### config.mk
export PLATFORM = sky130hd
export DESIGN_NAME = key_debounce
export DESIGN_NICKNAME = d
export VERILOG_FILES = /design/src/rtl/key_debounce.sv
export SDC_FILE = /design/constraint.sdc
export NUM_CORES = 1
export LEC_CHECK = 0
export CAP_MARGIN = 15
export CORE_MARGIN = 3
export CORE_UTILIZATION = 45
export DETAILED_ROUTE_END_ITERATION = 8
export GPL_ROUTABILITY_DRIVEN = 0
export MAX_ROUTING_LAYER = met4
export SLEW_MARGIN = 10
export SYNTH_ARGS = -nofsm -noshare
export SYNTH_HDL_FRONTEND = slang
export SYNTH_SLANG_ARGS = --single-unit
### constraint.sdc
create_clock -name clk -period 2.95 [get_ports clk]
set_clock_uncertainty 0.15 [all_clocks]
set_input_delay 0.59 -clock clk [delete_from_list [all_inputs] [get_ports clk]]
set_output_delay 0.59 -clock clk [all_outputs]
set_load 0.02 [all_outputs]
### src/rtl/key_debounce.sv
// key_debounce
//   Debounces NKEY raw push-button pins. Each pin goes through a two-flop
//   synchronizer and is normalised so that 1 means pressed. A shared
//   prescaler produces a sample tick every CDIV clocks. Each key has its own
//   four-state FSM and stability counter. A key must hold a new level for
//   STABLE_CNT consecutive ticks before that level is accepted. On acceptance
//   the key emits a one-cycle press or release pulse.
//
// Ports
//   clk          system clock
//   n_rst        asynchronous active-low reset
//   key_in       raw key pins, NKEY bits, asynchronous to clk
//   key_level    debounced key state, 1 = pressed
//   key_press    one-cycle pulse when a press is accepted
//   key_release  one-cycle pulse when a release is accepted
module key_debounce #(
  parameter int CDIV       = 50_000,
  parameter int STABLE_CNT = 16,
  parameter int NKEY       = 3,
  parameter int ACTIVE_LOW = 1
) (
  input  logic            clk,
  input  logic            n_rst,
  input  logic [NKEY-1:0] key_in,
  output logic [NKEY-1:0] key_level,
  output logic [NKEY-1:0] key_press,
  output logic [NKEY-1:0] key_release
);

  localparam int PW = (CDIV > 1) ? $clog2(CDIV) : 1;
  localparam int CW = (STABLE_CNT > 1) ? $clog2(STABLE_CNT + 1) : 1;
  localparam logic [NKEY-1:0] IDLE_PIN = (ACTIVE_LOW != 0) ? {NKEY{1'b1}} : {NKEY{1'b0}};
  localparam logic [PW-1:0]   PRESC_LAST = PW'(CDIV - 1);
  localparam logic [CW-1:0]   CNT_LAST   = CW'(STABLE_CNT - 1);

  typedef enum logic [1:0] {
    REL     = 2'd0,
    REL_CHK = 2'd1,
    PRS     = 2'd2,
    PRS_CHK = 2'd3
  } state_t;

  logic [NKEY-1:0] sync1_reg;
  logic [NKEY-1:0] sync2_reg;
  logic [NKEY-1:0] s;
  logic [PW-1:0]   presc_reg;
  logic            tick;

  // The synchronizer resets to the idle pin level. A key that is held
  // through reset then looks like a fresh press and goes through a full
  // debounce window.
  always_ff @(posedge clk or negedge n_rst) begin
    if (!n_rst) begin
      sync1_reg <= IDLE_PIN;
      sync2_reg <= IDLE_PIN;
    end else begin
      sync1_reg <= key_in;
      sync2_reg <= sync1_reg;
    end
  end

  assign s = (ACTIVE_LOW != 0) ? ~sync2_reg : sync2_reg;

  // Free-running prescaler. When CDIV is 1 it stays at 0, so tick is
  // high on every cycle.
  always_ff @(posedge clk or negedge n_rst) begin
    if (!n_rst) begin
      presc_reg <= '0;
    end else if (presc_reg == PRESC_LAST) begin
      presc_reg <= '0;
    end else begin
      presc_reg <= presc_reg + PW'(1);
    end
  end

  assign tick = (presc_reg == PRESC_LAST);

  genvar gi;
  generate
    for (gi = 0; gi < NKEY; gi++) begin : g_key
      state_t          state_reg;
      state_t          state_next;
      logic [CW-1:0]   cnt_reg;
      logic [CW-1:0]   cnt_next;
      logic            level_reg;
      logic            level_next;
      logic            press_reg;
      logic            press_next;
      logic            release_reg;
      logic            release_next;

      always_ff @(posedge clk or negedge n_rst) begin
        if (!n_rst) begin
          state_reg   <= REL;
          cnt_reg     <= '0;
          level_reg   <= 1'b0;
          press_reg   <= 1'b0;
          release_reg <= 1'b0;
        end else begin
          state_reg   <= state_next;
          cnt_reg     <= cnt_next;
          level_reg   <= level_next;
          press_reg   <= press_next;
          release_reg <= release_next;
        end
      end

      always_comb begin
        state_next   = state_reg;
        cnt_next     = cnt_reg;
        press_next   = 1'b0;
        release_next = 1'b0;
        case (state_reg)
          REL: begin
            if (s[gi]) begin
              state_next = REL_CHK;
              cnt_next   = '0;
            end
          end
          REL_CHK: begin
            if (!s[gi]) begin
              // Glitch: the level did not hold, so drop the partial count.
              state_next = REL;
              cnt_next   = '0;
            end else if (tick) begin
              if (cnt_reg == CNT_LAST) begin
                state_next = PRS;
                cnt_next   = '0;
                press_next = 1'b1;
              end else begin
                cnt_next = cnt_reg + CW'(1);
              end
            end
          end
          PRS: begin
            if (!s[gi]) begin
              state_next = PRS_CHK;
              cnt_next   = '0;
            end
          end
          PRS_CHK: begin
            if (s[gi]) begin
              state_next = PRS;
              cnt_next   = '0;
            end else if (tick) begin
              if (cnt_reg == CNT_LAST) begin
                state_next   = REL;
                cnt_next     = '0;
                release_next = 1'b1;
              end else begin
                cnt_next = cnt_reg + CW'(1);
              end
            end
          end
          default: begin
            state_next = REL;
            cnt_next   = '0;
          end
        endcase
        // The level is taken from the next state. It therefore updates on
        // the same edge as the press or release pulse.
        level_next = (state_next == PRS) || (state_next == PRS_CHK);
      end

      assign key_level[gi]   = level_reg;
      assign key_press[gi]   = press_reg;
      assign key_release[gi] = release_reg;
    end
  endgenerate

endmodule
==> results of run 1 <==
layer usage:
metal | vias up | GRT usage | part of all wire
li1 | 837 | - | -
met1 | 767 | 0.1876 | 0.48
met2 | 17 | 0.2337 | 0.47
met3 | 7 | 0.03837 | 0.030
met4 | 0 | 0.05155 | 0.016
met5 | - | - | 0
cells by family after synthesis:
kind of cell               after synthesis  synth area share
adders and majority gates                4           0.02046
DFF                                     51            0.5248
AOI/OAI and AO/OA                       28           0.07827
buffers and inverters                   18           0.04603
muxes                                    7           0.02865
xor gates and xnor gates                18           0.06445
and+or+nand+nor                        106            0.2373
worst register-to-register path: cells and delay by family, from the launching register on:
kind	cells	cell delay (ns)
AND/OR/NAND/NOR	4	1.13
flip-flops	1	0.40
buffers and inverters	1	0.29
adder cells (fa/ha/maj)	1	0.21
layout make-up:
| type | instances | area [um^2] | share of cell area |
|---|---|---|---|
| Clock buffer | 7 | 76.32 | 0.02845 |
| Clock inverter | 1 | 30.03 | 0.01119 |
| Tap cell | 70 | 87.58 | 0.03265 |
| Inverter | 2 | 7.507 | 0.002799 |
| Sequential cell | 51 | 1284 | 0.4785 |
| Timing Repair Buffer | 16 | 147.6 | 0.05504 |
| Multi-Input combinational cell | 163 | 1050 | 0.3913 |
worst max path at each step:
stage	startpoint	endpoint	slack, ns	cells past startpoint
detailed placement	presc_reg[0]	g_key[0].cnt_reg[2]	0.67	6
finish	presc_reg[0]	g_key[1].cnt_reg[2]	0.66	6
floorplan	presc_reg[0]	g_key[1].cnt_reg[2]	1.05	7
global route	presc_reg[0]	g_key[1].cnt_reg[2]	0.53	6
CTS	presc_reg[0]	g_key[1].cnt_reg[2]	0.66	6
global placement	presc_reg[0]	g_key[1].cnt_reg[2]	0.75	6
power breakdown:
part	leakage [nW]	internal, mW	switching, mW
sequential	0.671	0.708	0.00991
combinational	0.433	0.00993	0.0233
clock	0.0524	0.254	0.212
total	1.16	0.972	0.245
synthesized netlist by cell type (2+ instances only):
library cell / n
a41oi_1: 3
and3_1: 5
and4_1: 2
and4b_1: 4
buf_2: 3
buf_4: 9
clkbuf_1: 3
dfrtp_1: 45
dfstp_2: 6
ha_1: 4
inv_1: 2
mux2i_1: 7
nand2_1: 24
nand3_1: 15
nand4_1: 4
nand4b_1: 3
nor2_1: 24
nor2b_1: 5
nor3_1: 8
o2111ai_1: 3
o21a_1: 3
o21ai_0: 9
o22ai_1: 6
o32ai_1: 3
or3_1: 3
or4_1: 3
xnor2_1: 11
xor2_1: 7
==> impl_metrics.yaml, run 1 <==
floorplanning:
  die-area_mm2: 0.006356
  initial_utilization: 0.4729
  die-width_um: 79.73
  num_rows: 26
  coreArea_mm2: 0.005172
  ios: 14
  die_h_um: 79.73
sta:
  period_minus_slack_ns: 2.295
  final_hold_viol_count: 0
  setup_violations: 0
  slew_headroom: 0.5997
  rsz0062_at_grt: "false"
  finalWorstSetupSlack_ns: 0.6553
  tightestPinTransition_ns: 0.6005
  finalCritPeriodShare: 0.7779
  drv_slew: 0
  fmax_mhz: 435.8
  setup_tns_ns: 0
  hold_ws_ns: 0.2100
cells_and_area:
  final_common_cell: "dfrtp_1"
  drive_gt1_frac: 0.07917
  fin_cells: 310
  final_cell_mix: "45 x dfrtp_1, 24 x nand2_1, 24 x nor2_1"
  final_nets: 248
  utilization: 0.5186
  largest_register_ffs: 16
  area_growth_pct: 9.667
  fillers: 450
  diodes: 0
  final_cell_area_mm2: 0.002683
worst_hold_path:
  hp-class: "reg2reg"
  holdPathStages: 0
  worstHoldStart: "sync1_reg[0]"
  hold_end: "sync2_reg[0]"
setup_path:
  cp-end-kind: "flip-flop"
  critPathLaunchType: "flip-flop"
  path_class: "reg2reg"
  cp.buffers_inverters: 1
  crit_fanout: 14
  cp.arrival_ns: 2.33
  crit_chain: "ha_1, and3_1, and4_1, buf_4, nor3_1, or3_1"
  required_ns: 2.98
  cp_top_family: "simple AND/OR/NAND/NOR gates"
  crit_path_top_delay_cell: "and4_1"
  r2r_end: "g_key[1].cnt_reg[2]"
  cpPeakStageDelay_ns: 0.43
  worstRegToRegCells: 6
  r2r_slack_ns: 0.66
  r2r-start: "presc_reg[0]"
routing:
  drt-wirelength-per-cell_um: 13.20
  drc_errors: 0
  first_pass_iters: 4
  num_vias: 1628
  totalWireLength_mm: 4.091
  postRouteAntennaNets: 0
  drt-vias-per-instance: 5.252
  dr.first_iter.drc_count: 93
synth:
  synth.distinct_cells: 36
  yosysSeqAreaShare: 0.5248
  yosys-top-cells-area: "dfrtp_1 46%, dfstp_2 6.4%, xnor2_1 3.9%"
  synth-async-reset-ratio: 1.000
  synth_top_area_share: 0.4604
  synth_nets: 241
  syn_inst: 232
  synth-seq-cells: 51
  synth_flop_cell: "dfrtp_1"
  netlist_area_mm2: 0.002446
  syn_avg_cell_area_um2: 10.54
  ys_warn_count: 0
  yosysTopAreaCell: "dfrtp_1"
  synth_edf_count: 0
clock_network:
  cts_tree: "done"
  cts_setup_buffers: 0
  cts_root_buf: "clkbuf_8"
  cts-resized-gates: 0
  clkTransAtPathRegs_ns: 0.09
  htreeDepth: 2
  insertion_delay_ns: 0.31
  hold_buffers: 0
  cts_sinks: 51
  cts_buffers: 5
  ctsLongestPathBuffers: 2
global_routing:
  grt_pass1_wl_mm: 7.245
  grt_use_total: 0.1489
  grt_pass1_vias: 1576
  grt_start_max_net_pins: 52
  grt_overflow_total: 0
  antenna_found_initial: 0
placed_design:
  placed_area_mm2: 0.002576
  dp_hpwl_mm: 2.787
  io_buffers: 13
  dp_slack_ns: 0.6693
  placed_cells: 302
pwr:
  leakage_nw: 1.156
  power_density_mw_per_mm2: 453.7
  p_total_mw: 1.217
  peakVddDrop_v: 0.0002013
outcome:
  outcome: "completed"
flow_run:
  maxCapViolations: 0
(Power assumes the default switching activity.)
==> run 2: changes to the inputs <==
- PLACE_DENSITY: not set -> 0.65
- clock period: 2.95 -> 1.9 ns (I/O delays scaled with it)
==> run 2 against run 1 <==
  * The run now ends with negative setup slack left
  * Total power rose by 68%
  * Clock power rose by 86%
  * Non-clock buffer count increased by 21
  * Count of clock-buffer cells in the layout is 1 lower
  * Combinational power increased by 90%
  * Worst setup slack worse by 0.69 ns
  * Flip-flop and latch count unchanged
  * Critical endpoint is now g_key[0].cnt_reg[2]
  * Largest cell class unchanged
  * Highest routed layer unchanged
==> impl_metrics.yaml, run 2 (same netlist as run 1, synthesis figures left out) <==
clock_network:
  clkTransAtPathRegs_ns: 0.09
  cts_root_buf: "clkbuf_8"
  cts_sinks: 51
  cts_buffers: 5
  cts_tree: "done"
  insertion_delay_ns: 0.30
  ctsLongestPathBuffers: 2
  htreeDepth: 2
setup_path:
  worstRegToRegCells: 6
  path_class: "reg2reg"
  crit_chain: "ha_1, and3_1, and4_4, buf_6, nor3_1, or3_1"
  critPathLaunchType: "flip-flop"
  cp_top_family: "simple AND/OR/NAND/NOR gates"
  cpPeakStageDelay_ns: 0.39
  crit_path_top_delay_cell: "dfrtp_1"
  cp.buffers_inverters: 1
  crit_fanout: 9
  cp.arrival_ns: 1.97
  path_depth: 6
  cp-end-kind: "flip-flop"
  required_ns: 1.94
pwr:
  peakVddDrop_v: 0.0004345
  leakage_nw: 1.311
  power_density_mw_per_mm2: 689.9
cells_and_area:
  drive_gt1_frac: 0.1839
  seqCellArea_mm2: 0.001284
  diodes: 0
  final_common_cell: "dfrtp_1"
  area_growth_pct: 21.28
  largest_register_ffs: 16
  utilization: 0.5735
  fin_cells: 331
  multi_input_area_mm2: 0.001109
  final_cell_mix: "45 x dfrtp_1, 24 x nand2_1, 24 x nor2_1"
  final_cell_area_mm2: 0.002967
  fillers: 436
  final_nets: 269
routing:
  postRouteAntennaNets: 0
  dr.first_iter.drc_count: 61
  num_vias: 1715
  drt-wirelength-per-cell_um: 13.24
  drc_errors: 0
  drt-vias-per-instance: 5.181
  totalWireLength_mm: 4.382
  first_pass_iters: 4
floorplanning:
  die-area_mm2: 0.006356
  coreArea_mm2: 0.005172
  die-width_um: 79.73
  initial_utilization: 0.4729
  die_h_um: 79.73
  ios: 14
  num_rows: 26
outcome:
  outcome: "finished, violations left"
  violations: "negative setup slack"
sta:
  finalCritPeriodShare: 1.018
  rsz0062_at_grt: "true"
  fmax_mhz: 516.9
  slew_headroom: 0.7611
  drv_slew: 0
  tightestPinTransition_ns: 0.3558
  period_minus_slack_ns: 1.934
  finalWorstSetupSlack_ns: -0.03444
  setup_violations: 6
  final_hold_viol_count: 0
  setup_tns_ns: -0.1287
flow_run:
  maxCapViolations: 0
global_routing:
  grt_start_max_net_pins: 52
  grt_pass1_wl_mm: 7.693
  grt_overflow_total: 0
  antenna_found_initial: 0
  grt_pass1_vias: 1705
  grt_use_total: 0.1575
placed_design:
  io_buffers: 13
  dp_slack_ns: -0.03145
  placed_area_mm2: 0.002724
  placed_cells: 320
  dp_hpwl_mm: 3.051
worst_hold_path:
  hp-class: "reg2reg"
  holdPathStages: 0
run 2: cell count changes in the layout (fill, tap and decap cells not counted), sizes merged:
cell / before / now
dlygate4sd2: 0 / 1
bufinv: 1 / 2
clkdlybuf4s50: 12 / 11
dlygate4sd3: 0 / 1
clkbuf: 7 / 6
buf: 4 / 24
run 2: layout make-up:
type / count / area share
Sequential cell: 51 / 0.4327
Tap cell: 70 / 0.02952
Multi-Input combinational cell: 163 / 0.3737
Clock buffer: 6 / 0.02446
Timing Repair Buffer: 37 / 0.1168
Clock inverter: 2 / 0.02024
Inverter: 2 / 0.002531
run 2: repair_timing:
| action | in CTS | in global routing |
|---|---|---|
| cloned | 0 | 0 |
| setup endpoints to repair | 8 | 17 |
| endpoints found under the hold margin | 45 | 0 |
| resized for setup | 3 | 17 |
| hold buffers | 1 | 0 |
| setup buffers | 1 | 1 |
| pin swaps | 0 | 6 |
run 2: path summary, 6_finish.rpt:
kind | end | slack (ns) | start
worst max-delay path | g_key[0].cnt_reg[2] | -0.03 | presc_reg[1]
worst min-delay path | sync2_reg[1] | 0.21 | sync1_reg[1]
worst max register to register | g_key[0].cnt_reg[2] | -0.03 | presc_reg[1]
worst min register to register | sync2_reg[1] | 0.21 | sync1_reg[1]
max in group asynchronous | sync2_reg[0] | 0.85 | n_rst
min in group asynchronous | presc_reg[11] | 0.42 | n_rst
run 2: metal layers:
metal	part of all wire	up-vias	GRT usage
li1	-	885	-
met1	0.49	802	0.2025
met2	0.46	20	0.2437
met3	0.026	8	0.03386
met4	0.019	0	0.06186
met5	0	-	-
run 2: stage by stage:
stage          total power [mW]  hold slack, ns
2_1_floorplan             1.153        -0.06559
5_1_grt                   2.150          0.2136
3_5_place_dp              1.198          0.1973
6_report                  2.047          0.2097
3_3_place_gp              1.197          0.1956
4_1_cts                   2.088          0.2116
run 2: power breakdown:
group,internal [mW],switching [mW]
Combinational,0.0238,0.0392
Clock,0.526,0.342
Sequential,1.10,0.0155
